$ cat src/rtl/ik_seq_pkg.sv
// Shared types and constants for the ik_swift iteration sequencer.
//   ik_state_e : 4-bit encoded sequencer state (IDLE must stay at 0, it is the reset value)
//   MM_JJT     : mat_mult operand select for J*J^T
//   MM_PINV    : mat_mult operand select for J^T*inv
//   is_busy()  : true in any state that is part of an active solve
//   is_stage() : true in states that wait on a sub-block done (watchdog runs there)
package ik_seq_pkg;

   typedef enum logic [3:0] {
      ST_IDLE  = 4'd0,
      ST_JAC   = 4'd1,
      ST_MM1   = 4'd2,
      ST_INV   = 4'd3,
      ST_MM2   = 4'd4,
      ST_AM    = 4'd5,
      ST_UPD   = 4'd6,
      ST_DONE  = 4'd7,
      ST_ERROR = 4'd8
   } ik_state_e;

   localparam logic MM_JJT  = 1'b0;
   localparam logic MM_PINV = 1'b1;

   function automatic logic is_busy(input ik_state_e s);
      return !(s == ST_IDLE || s == ST_DONE || s == ST_ERROR);
   endfunction

   function automatic logic is_stage(input ik_state_e s);
      return (s == ST_JAC || s == ST_MM1 || s == ST_INV || s == ST_MM2 || s == ST_AM);
   endfunction

endpackage

$ cat src/rtl/ik_sequencer_if.sv
// Handshake bundle between the iteration sequencer and the shared solver datapath.
//   jac_en/jac_done  : full_jacobian enable / completion pulse
//   mm_en/mm_sel/mm_done : mat_mult enable, operand select, completion pulse
//   inv_en/inv_done  : inverse enable / completion pulse
//   am_en/am_done    : array_mult enable / completion pulse
//   theta_we         : commit theta += dtheta
//   err_sq           : squared residual from full_jacobian
// master = sequencer side, slave = datapath side.
interface ik_sequencer_if #(
   parameter int DATA_W = 27
);
   logic              jac_en;
   logic              jac_done;
   logic              mm_en;
   logic              mm_sel;
   logic              mm_done;
   logic              inv_en;
   logic              inv_done;
   logic              am_en;
   logic              am_done;
   logic              theta_we;
   logic [DATA_W-1:0] err_sq;

   modport master (
      output jac_en, mm_en, mm_sel, inv_en, am_en, theta_we,
      input  jac_done, mm_done, inv_done, am_done, err_sq
   );

   modport slave (
      input  jac_en, mm_en, mm_sel, inv_en, am_en, theta_we,
      output jac_done, mm_done, inv_done, am_done, err_sq
   );
endinterface

$ cat src/rtl/ik_stage_watchdog.sv
// Per-stage hang detector shared by all sequencer stages.
//   clk, reset : clock, synchronous active-high reset
//   clr        : reload; asserted in the cycle before a stage is entered
//   tick       : high while a stage is waiting on its done
//   expired    : high in the TIMEOUT-th cycle of a stage (cycle index TIMEOUT-1)
// Implemented as a down-counter loaded with TIMEOUT-1 and a terminal-count compare,
// which is equivalent to counting up from 0 to TIMEOUT-1.
module ik_stage_watchdog #(
   parameter int TIMEOUT = 4096
) (
   input  logic clk,
   input  logic reset,
   input  logic clr,
   input  logic tick,
   output logic expired
);

   localparam int CNT_W = $clog2(TIMEOUT);
   localparam logic [CNT_W-1:0] TC_LOAD = CNT_W'(TIMEOUT - 1);

   logic [CNT_W-1:0] cnt_q;
   logic [CNT_W-1:0] cnt_d;

   always_comb begin
      cnt_d = cnt_q;
      if (clr) begin
         cnt_d = TC_LOAD;
      end else if (tick && cnt_q != '0) begin
         cnt_d = cnt_q - CNT_W'(1);
      end
   end

   always_ff @(posedge clk) begin
      if (reset) begin
         cnt_q <= '0;
      end else begin
         cnt_q <= cnt_d;
      end
   end

   // Gated by tick so the reset value of 0 never reads as an expiry outside a stage.
   assign expired = tick && (cnt_q == '0);

endmodule

$ cat src/rtl/ik_sequencer.sv
// Iteration controller for the ik_swift solver. Steps the shared datapath once per
// IK iteration (jacobian, J*J^T, inverse, J^T*inv, dtheta, theta write), checks
// convergence, counts iterations and reports the outcome to the host.
//   clk, reset   : clock, synchronous active-high reset
//   start        : begin solve (accepted in IDLE, DONE, ERROR)
//   max_iter,tol : iteration limit (0 acts as 1) and convergence threshold, sampled on start
//   dp           : datapath handshake bundle (master side)
//   busy         : solve in progress
//   done         : one-cycle pulse at solve end
//   converged    : residual dropped below tol; valid from done until next start
//   error        : sticky watchdog flag
//   iter_count   : completed iterations in this solve
//   state        : encoded state for debug
//
// state    | meaning
// ---------+--------------------------------------------------
// IDLE     | waiting for start after reset
// JAC      | full_jacobian running, err_sq checked on jac_done
// MM1      | mat_mult J*J^T
// INV      | inverse
// MM2      | mat_mult J^T*inv
// AM       | array_mult producing dtheta
// UPD      | one cycle: theta_we, iter_count++, limit check
// DONE     | solve finished (converged or limit), waits for start
// ERROR    | stage watchdog expired, waits for start
module ik_sequencer
   import ik_seq_pkg::*;
#(
   parameter int DATA_W  = 27,
   parameter int ITER_W  = 8,
   parameter int TIMEOUT = 4096
) (
   input  logic              clk,
   input  logic              reset,
   input  logic              start,
   input  logic [ITER_W-1:0] max_iter,
   input  logic [DATA_W-1:0] tol,
   ik_sequencer_if.master    dp,
   output logic              busy,
   output logic              done,
   output logic              converged,
   output logic              error,
   output logic [ITER_W-1:0] iter_count,
   output logic [3:0]        state
);

   ik_state_e         state_q,      state_d;
   logic [ITER_W-1:0] max_iter_q,   max_iter_d;
   logic [DATA_W-1:0] tol_q,        tol_d;
   logic [ITER_W-1:0] iter_count_q, iter_count_d;
   logic              converged_q,  converged_d;
   logic              error_q,      error_d;
   logic              jac_en_q,     jac_en_d;
   logic              mm_en_q,      mm_en_d;
   logic              mm_sel_q,     mm_sel_d;
   logic              inv_en_q,     inv_en_d;
   logic              am_en_q,      am_en_d;
   logic              theta_we_q,   theta_we_d;
   logic              busy_q,       busy_d;
   logic              done_q,       done_d;

   logic              stage_done;
   logic              wd_clr;
   logic              wd_tick;
   logic              wd_expired;

   // Only the done of the current stage is looked at; the others are ignored.
   always_comb begin
      stage_done = 1'b0;
      case (state_q)
         ST_JAC:  stage_done = dp.jac_done;
         ST_MM1:  stage_done = dp.mm_done;
         ST_INV:  stage_done = dp.inv_done;
         ST_MM2:  stage_done = dp.mm_done;
         ST_AM:   stage_done = dp.am_done;
         default: stage_done = 1'b0;
      endcase
   end

   always_comb begin
      state_d      = state_q;
      max_iter_d   = max_iter_q;
      tol_d        = tol_q;
      iter_count_d = iter_count_q;
      converged_d  = converged_q;
      error_d      = error_q;

      case (state_q)
         ST_IDLE, ST_DONE, ST_ERROR: begin
            if (start) begin
               state_d      = ST_JAC;
               max_iter_d   = (max_iter == '0) ? ITER_W'(1) : max_iter;
               tol_d        = tol;
               iter_count_d = '0;
               converged_d  = 1'b0;
               error_d      = 1'b0;
            end
         end
         ST_UPD: begin
            iter_count_d = iter_count_q + ITER_W'(1);
            state_d      = (iter_count_d == max_iter_q) ? ST_DONE : ST_JAC;
         end
         ST_JAC, ST_MM1, ST_INV, ST_MM2, ST_AM: begin
            // done takes priority over a watchdog expiry in the same cycle
            if (stage_done) begin
               case (state_q)
                  ST_JAC: begin
                     if (dp.err_sq < tol_q) begin
                        state_d     = ST_DONE;
                        converged_d = 1'b1;
                     end else begin
                        state_d = ST_MM1;
                     end
                  end
                  ST_MM1:  state_d = ST_INV;
                  ST_INV:  state_d = ST_MM2;
                  ST_MM2:  state_d = ST_AM;
                  default: state_d = ST_UPD;
               endcase
            end else if (wd_expired) begin
               state_d     = ST_ERROR;
               error_d     = 1'b1;
               converged_d = 1'b0;
            end
         end
         default: state_d = ST_IDLE;
      endcase

      // Outputs decode from the next state so they are registered alongside it.
      jac_en_d   = (state_d == ST_JAC);
      mm_en_d    = (state_d == ST_MM1) || (state_d == ST_MM2);
      mm_sel_d   = (state_d == ST_MM2) ? MM_PINV : MM_JJT;
      inv_en_d   = (state_d == ST_INV);
      am_en_d    = (state_d == ST_AM);
      theta_we_d = (state_d == ST_UPD);
      busy_d     = is_busy(state_d);
      done_d     = ((state_d == ST_DONE) || (state_d == ST_ERROR)) && (state_d != state_q);
   end

   // Reload on every state change so each stage starts with a full budget.
   assign wd_clr  = (state_d != state_q);
   assign wd_tick = is_stage(state_q);

   ik_stage_watchdog #(
      .TIMEOUT (TIMEOUT)
   ) u_watchdog (
      .clk     (clk),
      .reset   (reset),
      .clr     (wd_clr),
      .tick    (wd_tick),
      .expired (wd_expired)
   );

   always_ff @(posedge clk) begin
      if (reset) begin
         state_q      <= ST_IDLE;
         max_iter_q   <= '0;
         tol_q        <= '0;
         iter_count_q <= '0;
         converged_q  <= 1'b0;
         error_q      <= 1'b0;
         jac_en_q     <= 1'b0;
         mm_en_q      <= 1'b0;
         mm_sel_q     <= 1'b0;
         inv_en_q     <= 1'b0;
         am_en_q      <= 1'b0;
         theta_we_q   <= 1'b0;
         busy_q       <= 1'b0;
         done_q       <= 1'b0;
      end else begin
         state_q      <= state_d;
         max_iter_q   <= max_iter_d;
         tol_q        <= tol_d;
         iter_count_q <= iter_count_d;
         converged_q  <= converged_d;
         error_q      <= error_d;
         jac_en_q     <= jac_en_d;
         mm_en_q      <= mm_en_d;
         mm_sel_q     <= mm_sel_d;
         inv_en_q     <= inv_en_d;
         am_en_q      <= am_en_d;
         theta_we_q   <= theta_we_d;
         busy_q       <= busy_d;
         done_q       <= done_d;
      end
   end

   assign dp.jac_en   = jac_en_q;
   assign dp.mm_en    = mm_en_q;
   assign dp.mm_sel   = mm_sel_q;
   assign dp.inv_en   = inv_en_q;
   assign dp.am_en    = am_en_q;
   assign dp.theta_we = theta_we_q;

   assign busy       = busy_q;
   assign done       = done_q;
   assign converged  = converged_q;
   assign error      = error_q;
   assign iter_count = iter_count_q;
   assign state      = state_q;

endmodule

$ cat src/flat_wrapper.sv
// flat-port wrapper written by rule: the top's interface ports become plain ports
module ik_sequencer_flat import ik_seq_pkg::*;
#(
   parameter int DATA_W  = 27,
   parameter int ITER_W  = 8,
   parameter int TIMEOUT = 4096
)
  (clk, reset, start, max_iter, tol, busy, done, converged, error, iter_count, state, dp_jac_en, dp_mm_en, dp_mm_sel, dp_inv_en, dp_am_en, dp_theta_we, dp_jac_done, dp_mm_done, dp_inv_done, dp_am_done, dp_err_sq);
  ik_sequencer_if #(.DATA_W(DATA_W)) dp_i ();
  input  logic clk;
  input  logic reset;
  input  logic start;
  input  logic [ITER_W-1:0] max_iter;
  input  logic [DATA_W-1:0] tol;
  output logic busy;
  output logic done;
  output logic converged;
  output logic error;
  output logic [ITER_W-1:0] iter_count;
  output logic [3:0] state;
  output wire logic [$bits(dp_i.jac_en)-1:0] dp_jac_en;
  output wire logic [$bits(dp_i.mm_en)-1:0] dp_mm_en;
  output wire logic [$bits(dp_i.mm_sel)-1:0] dp_mm_sel;
  output wire logic [$bits(dp_i.inv_en)-1:0] dp_inv_en;
  output wire logic [$bits(dp_i.am_en)-1:0] dp_am_en;
  output wire logic [$bits(dp_i.theta_we)-1:0] dp_theta_we;
  input wire logic [$bits(dp_i.jac_done)-1:0] dp_jac_done;
  input wire logic [$bits(dp_i.mm_done)-1:0] dp_mm_done;
  input wire logic [$bits(dp_i.inv_done)-1:0] dp_inv_done;
  input wire logic [$bits(dp_i.am_done)-1:0] dp_am_done;
  input wire logic [$bits(dp_i.err_sq)-1:0] dp_err_sq;
  assign dp_jac_en = dp_i.jac_en;
  assign dp_mm_en = dp_i.mm_en;
  assign dp_mm_sel = dp_i.mm_sel;
  assign dp_inv_en = dp_i.inv_en;
  assign dp_am_en = dp_i.am_en;
  assign dp_theta_we = dp_i.theta_we;
  assign dp_i.jac_done = dp_jac_done;
  assign dp_i.mm_done = dp_mm_done;
  assign dp_i.inv_done = dp_inv_done;
  assign dp_i.am_done = dp_am_done;
  assign dp_i.err_sq = dp_err_sq;
  ik_sequencer #(.DATA_W(DATA_W), .ITER_W(ITER_W), .TIMEOUT(TIMEOUT)) u_core (.clk(clk), .reset(reset), .start(start), .max_iter(max_iter), .tol(tol), .dp(dp_i), .busy(busy), .done(done), .converged(converged), .error(error), .iter_count(iter_count), .state(state));
endmodule
$ cat config.mk
export PLATFORM = sky130hd
export DESIGN_NAME = ik_sequencer_flat
export DESIGN_NICKNAME = d
export VERILOG_FILES = /design/src/rtl/ik_seq_pkg.sv /design/src/rtl/ik_sequencer_if.sv /design/src/rtl/ik_stage_watchdog.sv /design/src/rtl/ik_sequencer.sv /design/src/flat_wrapper.sv
export SDC_FILE = /design/constraint.sdc
export NUM_CORES = 1
export LEC_CHECK = 0
export ABC_CLOCK_PERIOD_IN_PS = 2380
export CAP_MARGIN = 20
export CORE_MARGIN = 2
export CORE_UTILIZATION = 45
export CTS_CLUSTER_DIAMETER = 100
export DETAILED_ROUTE_END_ITERATION = 10
export GPL_TIMING_DRIVEN = 0
export PLACE_DENSITY = 0.76
export SLEW_MARGIN = 20
export SYNTH_ARGS = -nofsm -noshare
export SYNTH_HDL_FRONTEND = slang
export SYNTH_SLANG_ARGS = --single-unit
export TNS_END_PERCENT = 20
$ cat constraint.sdc
create_clock -name clk -period 2.38 [get_ports clk]
set_input_delay 0.476 -clock clk [delete_from_list [all_inputs] [get_ports clk]]
set_output_delay 0.476 -clock clk [all_outputs]
set_load 0.05 [all_outputs]
==> impl_metrics.csv, run 1 <==
group,metric,value,unit
outcome,result_of_the_run,"finished with violations",
outcome,violations_in_the_final_reports,"negative setup slack",
worst_setup_path,cell_at_the_slowest_stage_of_the_critical_path,"sky130_fd_sc_hd__or4_4",
cells_and_area,final_nets,703,
sta,layout_setup_ws,-108,ps
synthesis,synthAdderAreaFrac,0.0917,
sta,final-setup-viol-count,8,
synthesis,synth_top_flop_cell,"sky130_fd_sc_hd__dfxtp_1",
synthesis,synth_area,3820,um^2
synthesis,number_of_cells_produced_by_synthesis,488,
worst_setup_path,slowest_delay,430,ps
hold_path,whs_path_depth,2,
global_routing,antenna_found_initial,0,
cts,cts_tree,"yes",
worst_setup_path,cp-start-kind,"register",
floorplan,die_y,96.2,um
synthesis,yosys.area_share.xor_xnor,0.0550,
floorplan,area_of_the_core,8220,um^2
synthesis,synthSimpleGateAreaFrac,0.253,
sta,final_period_minus_worst_setup_slack,2490,ps
route,drt.antenna.violating_nets,0,
route,detail_route.iter0.violations,187,
cts,ctsLongestPathBuffers,2,
sta,tightestPinTransition,536,ps
power_and_ir_drop,power_leakage,2.22,nW
cts,hold_buffers,0,
floorplan,die_x,96.2,um
route,finalWirelength,11400,um
floorplan,design.portCount,91,
sta,finalCritPeriodShare,1.05,
global_routing,globalRouteTotalUtil,0.236,
cells_and_area,number_of_fill_cells,640,
worst_setup_path,critPathTopFamily,"simple AND/OR/NAND/NOR gates",
synthesis,main_combinational_cell_family_by_area_after_synthesis,"simple AND/OR/NAND/NOR gates",
worst_setup_path,timing.critical_path.cells,"ha_4 -> xor2_1 -> or3_4 -> or4_4 -> nor4b_4 -> a211o_4 -> and3b_1 -> a221oi_2",
synthesis,synth.area.mux_share,0.00557,
route,detail_route.wl_per_cell,15.9,um
synthesis,synthesis.yosys.warnings,0,
place,portBuffers,90,
job,maxCapViolCount,0,
place,dp_hpwl,7540,um
synthesis,synthesis.area_per_instance,7.83,um^2
floorplan,core.rowCount,33,
synthesis,proportion_of_synthesized_chip_area_in_sequential_cells,0.361,
floorplan,initial_standard_cell_utilization_of_the_core,0.465,
synthesis,post_synth_num_cell_types,56,
global_routing,globalRouteOverflowTotal,0,
worst_setup_path,cp_class,"register to register",
worst_setup_path,critPathArrivalTime,2770,ps
synthesis,postSynthNetCount,585,
place,routabilityCongestion,0.834,
cts,htree_levels,3,
power_and_ir_drop,irDropWorstVdd,0.517,mV
cells_and_area,antennaDiodeCount,0,
global_routing,grt_first_pass_wirelength,16900,um
global_routing,grt_pass1_vias,3693,
worst_setup_path,cp_max_fo,5,
worst_setup_path,timing.critical_path.to_type,"register",
cells_and_area,syn2layout_area_growth,47.8,%
synthesis,synth_edf_count,0,
worst_setup_path,r2r.worst_path.cells,8,
sta,timing.final.hold_violations,0,
synthesis,asyncSetResetFlopFracSynth,0,
worst_setup_path,worstReg2RegEnd,"u_core.busy",
route,via_per_inst,5.53,
cts,tritoncts.num_buffers,9,
place,placed_area,4900,um^2
cts,clock_sinks,69,
power_and_ir_drop,totalPowerFinal,0.00617,W
hold_path,hold_path.startpoint,"u_core.tol_q[6]",
worst_setup_path,worst_r2r_startpoint,"u_core.iter_count[1]",
route,detail_route.first_pass.iterations,5,
sta,maxSlewHeadroom,0.643,
cells_and_area,multi_input_area,2510,um^2
cts,clk_latency,370,ps
synthesis,synth-seq-cells,69,
power_and_ir_drop,pwr_density_cell,1090,nW/um^2
cts,cts_root_buffer,"sky130_fd_sc_hd__clkbuf_8",
worst_setup_path,crit_required,2670,ps
sta,grt_setup_unrepaired,"yes",
cts,clk_transition_reported_paths,80,ps
hold_path,hold_path_class,"register to register",
worst_setup_path,timing.reg2reg.setup_slack,-110,ps
floorplan,die_area,9240,um^2
cells_and_area,most_common_cell_after_layout_fill_and_taps_aside,"sky130_fd_sc_hd__nand2_1",
synthesis,synth_compound_area_frac,0.177,
route,route.detailed.drc,0,
cells_and_area,register_area,1410,um^2
sta,fin_worst_skew,11.6,ps
worst_setup_path,cp_num_buf_inv,0,
sta,maxSlewViolCount,0,
sta,fmax,0.402,GHz
route,dr_total_vias,3960,
cells_and_area,post-route-cell-area,5650,um^2
cells_and_area,layout_common_cells,"sky130_fd_sc_hd__nand2_1, sky130_fd_sc_hd__clkdlybuf4s50_1, sky130_fd_sc_hd__a21oi_1",
hold_path,hold-path-endpoint,"u_core.tol_q[6]",
cells_and_area,layout-drive-gt1-share,0.165,
global_routing,pin_count_of_the_biggest_net_entering_global_routing,13,
-- worst max path at each step --
stage	from	endpoint	slack [ps]	cells after the start
5_1_grt	u_core.state[1]	u_core.busy	-190	8
3_5_place_dp	dp_err_sq[25]	u_core.dp.jac_en	-860	9
2_1_floorplan	u_core.iter_count[0]	u_core.busy	-7	8
4_1_cts	u_core.iter_count[1]	u_core.busy	-120	8
6_report	u_core.iter_count[1]	u_core.busy	-110	8
3_3_place_gp	dp_err_sq[25]	u_core.dp.jac_en	-750	9
-- layer usage --
metal	vias up	share of wire	track usage
li1	1929	-	-
met1	1860	0.41	0.295
met2	145	0.50	0.399
met3	26	0.065	0.0462
met4	0	0.025	0.0940
met5	-	0	0
-- worst register-to-register path: cells and delay by family, from the launching register on --
family	cells	cell delay (ps)
and+or+nand+nor	4	1300
adders and majority gates	1	230
DFF	1	360
AOI/OAI and AO/OA	2	380
xor gates and xnor gates	1	140
-- cells by family after synthesis --
group                      Yosys count
AOI/OAI and AO/OA                  115
xor gates and xnor gates            24
adders and majority gates           28
buffers and inverters               54
DFF                                 69
muxes                                2
and+or+nand+nor                    196
-- Yosys cell counts (6+ instances only) --
cell,instances,area share
sky130_fd_sc_hd__a21oi_1,69,0.090
sky130_fd_sc_hd__inv_1,32,0.031
sky130_fd_sc_hd__nor3_1,17,0.022
sky130_fd_sc_hd__nand3_1,8,0.010
sky130_fd_sc_hd__ha_1,28,0.092
sky130_fd_sc_hd__dfxtp_1,69,0.36
sky130_fd_sc_hd__nor2_1,26,0.026
sky130_fd_sc_hd__or3_1,6,0.0098
sky130_fd_sc_hd__o21ai_0,15,0.020
sky130_fd_sc_hd__xor2_1,11,0.025
sky130_fd_sc_hd__clkbuf_1,18,0.018
sky130_fd_sc_hd__nand2_1,99,0.097
sky130_fd_sc_hd__xnor2_1,13,0.030
-- area by class of cell --
class	count	share of cell area
Buffer	21	0.0182
Clock buffer	10	0.0264
Timing Repair Buffer	108	0.194
Inverter	32	0.0213
Sequential cell	69	0.250
Tap cell	105	0.0233
Multi-Input combinational cell	365	0.444
Clock inverter	6	0.0233
-- power by group --
group	leakage (nW)	internal (W)	switching [W]	total [W]
Clock	0.135	0.000862	0.000478	0.00134
Combinational	1.51	0.00132	0.00181	0.00313
Sequential	0.573	0.00147	0.000229	0.00170
-- flip-flops by register name, summed over array words and instances, names as in the netlist, 4 cells and up --
| register | flops |
|---|---|
| u_core.tol_q | 27 |
| u_core.iter_count | 8 |
| u_core.max_iter_q | 8 |
| u_core.state | 4 |
| u_core.u_watchdog.cnt_q | 12 |
-- through the flow --
step | std cells | TNS (ps) | utilization | setup WS, ps | hold WS [ps]
6_report | 716 | -400 | 0.687 | -108 | 454
5_1_grt | 716 | -1350 | 0.687 | -187 | 477
2_1_floorplan | 488 | -7.28 | - | -7.28 | 432
3_5_place_dp | 683 | -7560 | 0.596 | -856 | 448
4_1_cts | 705 | -476 | 0.645 | -121 | 458
3_3_place_gp | 683 | -6630 | 0.596 | -751 | 444
-- what timing repair did --
| action | in CTS | in global routing |
|---|---|---|
| setup endpoints to repair | 9 | 51 |
| buffers inserted | 6 | 12 |
| gates resized for setup | 16 | 63 |
| pin swaps | 8 | 26 |
(Power assumes the default switching activity.)
==> run 2: changes to the inputs <==
--- a/config.mk
+++ b/config.mk
@@ -5,11 +5,11 @@
 export SDC_FILE = /design/constraint.sdc
 export NUM_CORES = 1
 export LEC_CHECK = 0
-export ABC_CLOCK_PERIOD_IN_PS = 2380
+export ABC_CLOCK_PERIOD_IN_PS = 2200
 export CAP_MARGIN = 20
 export CORE_MARGIN = 2
 export CORE_UTILIZATION = 45
-export CTS_CLUSTER_DIAMETER = 100
+export CTS_CLUSTER_DIAMETER = 50
 export DETAILED_ROUTE_END_ITERATION = 10
 export GPL_TIMING_DRIVEN = 0
 export PLACE_DENSITY = 0.76
==> constraint.sdc (replaced) <==
create_clock -name clk -period 2.2 [get_ports clk]
set_input_delay 0.44 -clock clk [delete_from_list [all_inputs] [get_ports clk]]
set_output_delay 0.44 -clock clk [all_outputs]
set_load 0.05 [all_outputs]
==> run 2 against run 1 <==
  * The flow still finishes with violations (negative setup slack)
  * Utilization shrank 0.55 points
  * Die area is the same
  * Worst setup slack lost 91 ps
  * Final area shrank 0.80%
  * Global-route usage shrank 0.26 points
  * Register-to-register slack lost 90 ps
  * Maximum frequency grew 3.7%
  * First-iteration DRC count shrank 20%
  * Clock skew shrank 1.9 ps
  * Flip-flop and latch count is the same
  * Largest cell class unchanged
  * Largest power group unchanged
==> impl_metrics.csv, run 2 (synthesis results as in run 1) <==
group,metric,value,unit
global_routing,grt_pass1_vias,3662,
power_and_ir_drop,total_switching_power,0.00269,W
worst_setup_path,timing.critical_path.to_type,"register",
hold_path,hold_path_class,"register to register",
place,placed_area,4910,um^2
sta,finalCritPeriodShare,1.09,
route,detail_route.first_pass.iterations,4,
cts,tritoncts.num_buffers,9,
outcome,violations_in_the_final_reports,"negative setup slack",
global_routing,antenna_found_initial,0,
cells_and_area,largest_reg_flops,27,
cts,clock_sinks,69,
route,detail_route.iter0.violations,150,
sta,grt_setup_unrepaired,"yes",
route,finalWirelength,10900,um
cts,cts_root_buffer,"sky130_fd_sc_hd__clkbuf_8",
power_and_ir_drop,power_leakage,2.03,nW
cells_and_area,fin_cells,713,
worst_setup_path,cell_at_the_slowest_stage_of_the_critical_path,"sky130_fd_sc_hd__or4_4",
place,dp_worst_setup_slack,-842,ps
worst_setup_path,cp-start-kind,"register",
power_and_ir_drop,power.clock.fraction,0.171,
sta,timing.final.hold_violations,0,
sta,fin_worst_skew,9.73,ps
cells_and_area,most_common_cell_after_layout_fill_and_taps_aside,"sky130_fd_sc_hd__nand2_1",
global_routing,grt_first_pass_wirelength,16700,um
cells_and_area,registers.top_by_ff_count,"u_core.tol_q",
route,via_per_inst,5.45,
floorplan,die_x,96.2,um
cells_and_area,layout_common_cells,"sky130_fd_sc_hd__nand2_1, sky130_fd_sc_hd__clkdlybuf4s50_1, sky130_fd_sc_hd__a21oi_1",
cts,hold_buffers,0,
floorplan,area_of_the_core,8220,um^2
cells_and_area,final_nets,700,
sta,layout_setup_ws,-199,ps
cells_and_area,syn2layout_area_growth,46.6,%
cts,clk_transition_reported_paths,70,ps
cts,htree_levels,3,
route,dr_total_vias,3888,
power_and_ir_drop,cell_internal_pwr,0.00364,W
worst_setup_path,slowest_delay,430,ps
worst_setup_path,timing.critical_path.cells,"ha_4 -> xor2_2 -> or3_4 -> or4_4 -> nor4b_4 -> a211o_4 -> and3b_1 -> a221oi_2",
sta,final_period_minus_worst_setup_slack,2400,ps
worst_setup_path,critPathTopFamily,"simple AND/OR/NAND/NOR gates",
cells_and_area,layout-drive-gt1-share,0.204,
power_and_ir_drop,totalPowerFinal,0.00632,W
cts,cts_tree,"yes",
cts,clk_latency,340,ps
power_and_ir_drop,share_of_total_power_consumed_by_net_switching,0.425,
sta,final-setup-viol-count,11,
power_and_ir_drop,pwr_density_cell,1130,nW/um^2
global_routing,globalRouteOverflowTotal,0,
cells_and_area,antennaDiodeCount,0,
sta,fmax,0.417,GHz
floorplan,die_area,9240,um^2
cells_and_area,post-route-cell-area,5600,um^2
sta,maxSlewViolCount,0,
power_and_ir_drop,seq_power_share,0.296,
floorplan,die_y,96.2,um
worst_setup_path,critPathArrivalTime,2660,ps
place,cell_count_after_placement,683,
floorplan,initial_standard_cell_utilization_of_the_core,0.465,
outcome,result_of_the_run,"finished with violations",
sta,worst_hold_slack,458,ps
worst_setup_path,cp_class,"register to register",
place,dp_hpwl,7320,um
cells_and_area,top_regs,"u_core.tol_q x27, u_core.u_watchdog.cnt_q x12",
place,portBuffers,90,
place,routabilityCongestion,0.863,
route,drt.antenna.violating_nets,0,
global_routing,pin_count_of_the_biggest_net_entering_global_routing,12,
cts,ctsLongestPathBuffers,2,
power_and_ir_drop,irDropWorstVdd,0.504,mV
job,maxCapViolCount,0,
worst_setup_path,crit_required,2460,ps
floorplan,design.portCount,91,
route,route.detailed.drc,0,
worst_setup_path,cp_num_buf_inv,0,
global_routing,globalRouteTotalUtil,0.234,
floorplan,core.rowCount,33,
route,detail_route.wl_per_cell,15.2,um
sta,tightestPinTransition,644,ps
worst_setup_path,cp_max_fo,4,
power_and_ir_drop,p_comb_frac,0.533,
sta,maxSlewHeadroom,0.567,
-- run 2: worst min-delay path: stages (launching register included) --
cell	delay [ps]
sky130_fd_sc_hd__dfxtp_1	310
sky130_fd_sc_hd__nand2_1	50
sky130_fd_sc_hd__a21oi_1	50
-- run 2: layer usage --
layer	part of all wire	up-vias	track usage
li1	-	1917	-
met2	0.50	124	0.400
met3	0.050	24	0.0329
met1	0.43	1823	0.290
met4	0.025	0	0.104
met5	0	-	0
-- run 2: path summary, 6_finish.rpt --
path / startpoint / to / slack, ps / depth (start not counted)
setup / recovery: u_core.iter_count[1] / u_core.busy / -200 / 8
setup reg to reg: u_core.iter_count[1] / u_core.busy / -200 / 8
hold reg to reg: u_core.tol_q[0] / u_core.tol_q[0] / 460 / 2
hold / removal: u_core.tol_q[0] / u_core.tol_q[0] / 460 / 2
-- run 2: repair_timing --
action | CTS | global route
resized for setup | 74 | 29
pin swaps | 46 | 7
gates cloned | 0 | 0
setup endpoints to repair | 31 | 53
setup buffers | 11 | 6
-- run 2: cell type report --
class	instances	area, um^2
well taps	105	131
repair buffers	107	1010
plain buffers	19	90.1
multi-input cells	365	2610
clock inverters	1	7.51
clock buffers	15	209
fillers	640	2620
flip-flops and latches	69	1420
inverters	32	120
-- run 2: power by group through the flow --
stage	Sequential [W]	Combinational [W]	Clock, W
CTS	0.00185	0.00312	0.00110
floorplan	0.00200	0.00185	0
detailed placement	0.00184	0.00274	0
global route	0.00191	0.00368	0.00115
global placement	0.00183	0.00266	0
finish	0.00187	0.00337	0.00108
-- run 2: per-stage QoR --
step | TNS, ps | utilization
3_3_place_gp | -8590 | 0.598
3_5_place_dp | -9630 | 0.598
5_1_grt | -2650 | 0.682
6_report | -1080 | 0.682
2_1_floorplan | -578 | -
4_1_cts | -855 | 0.665
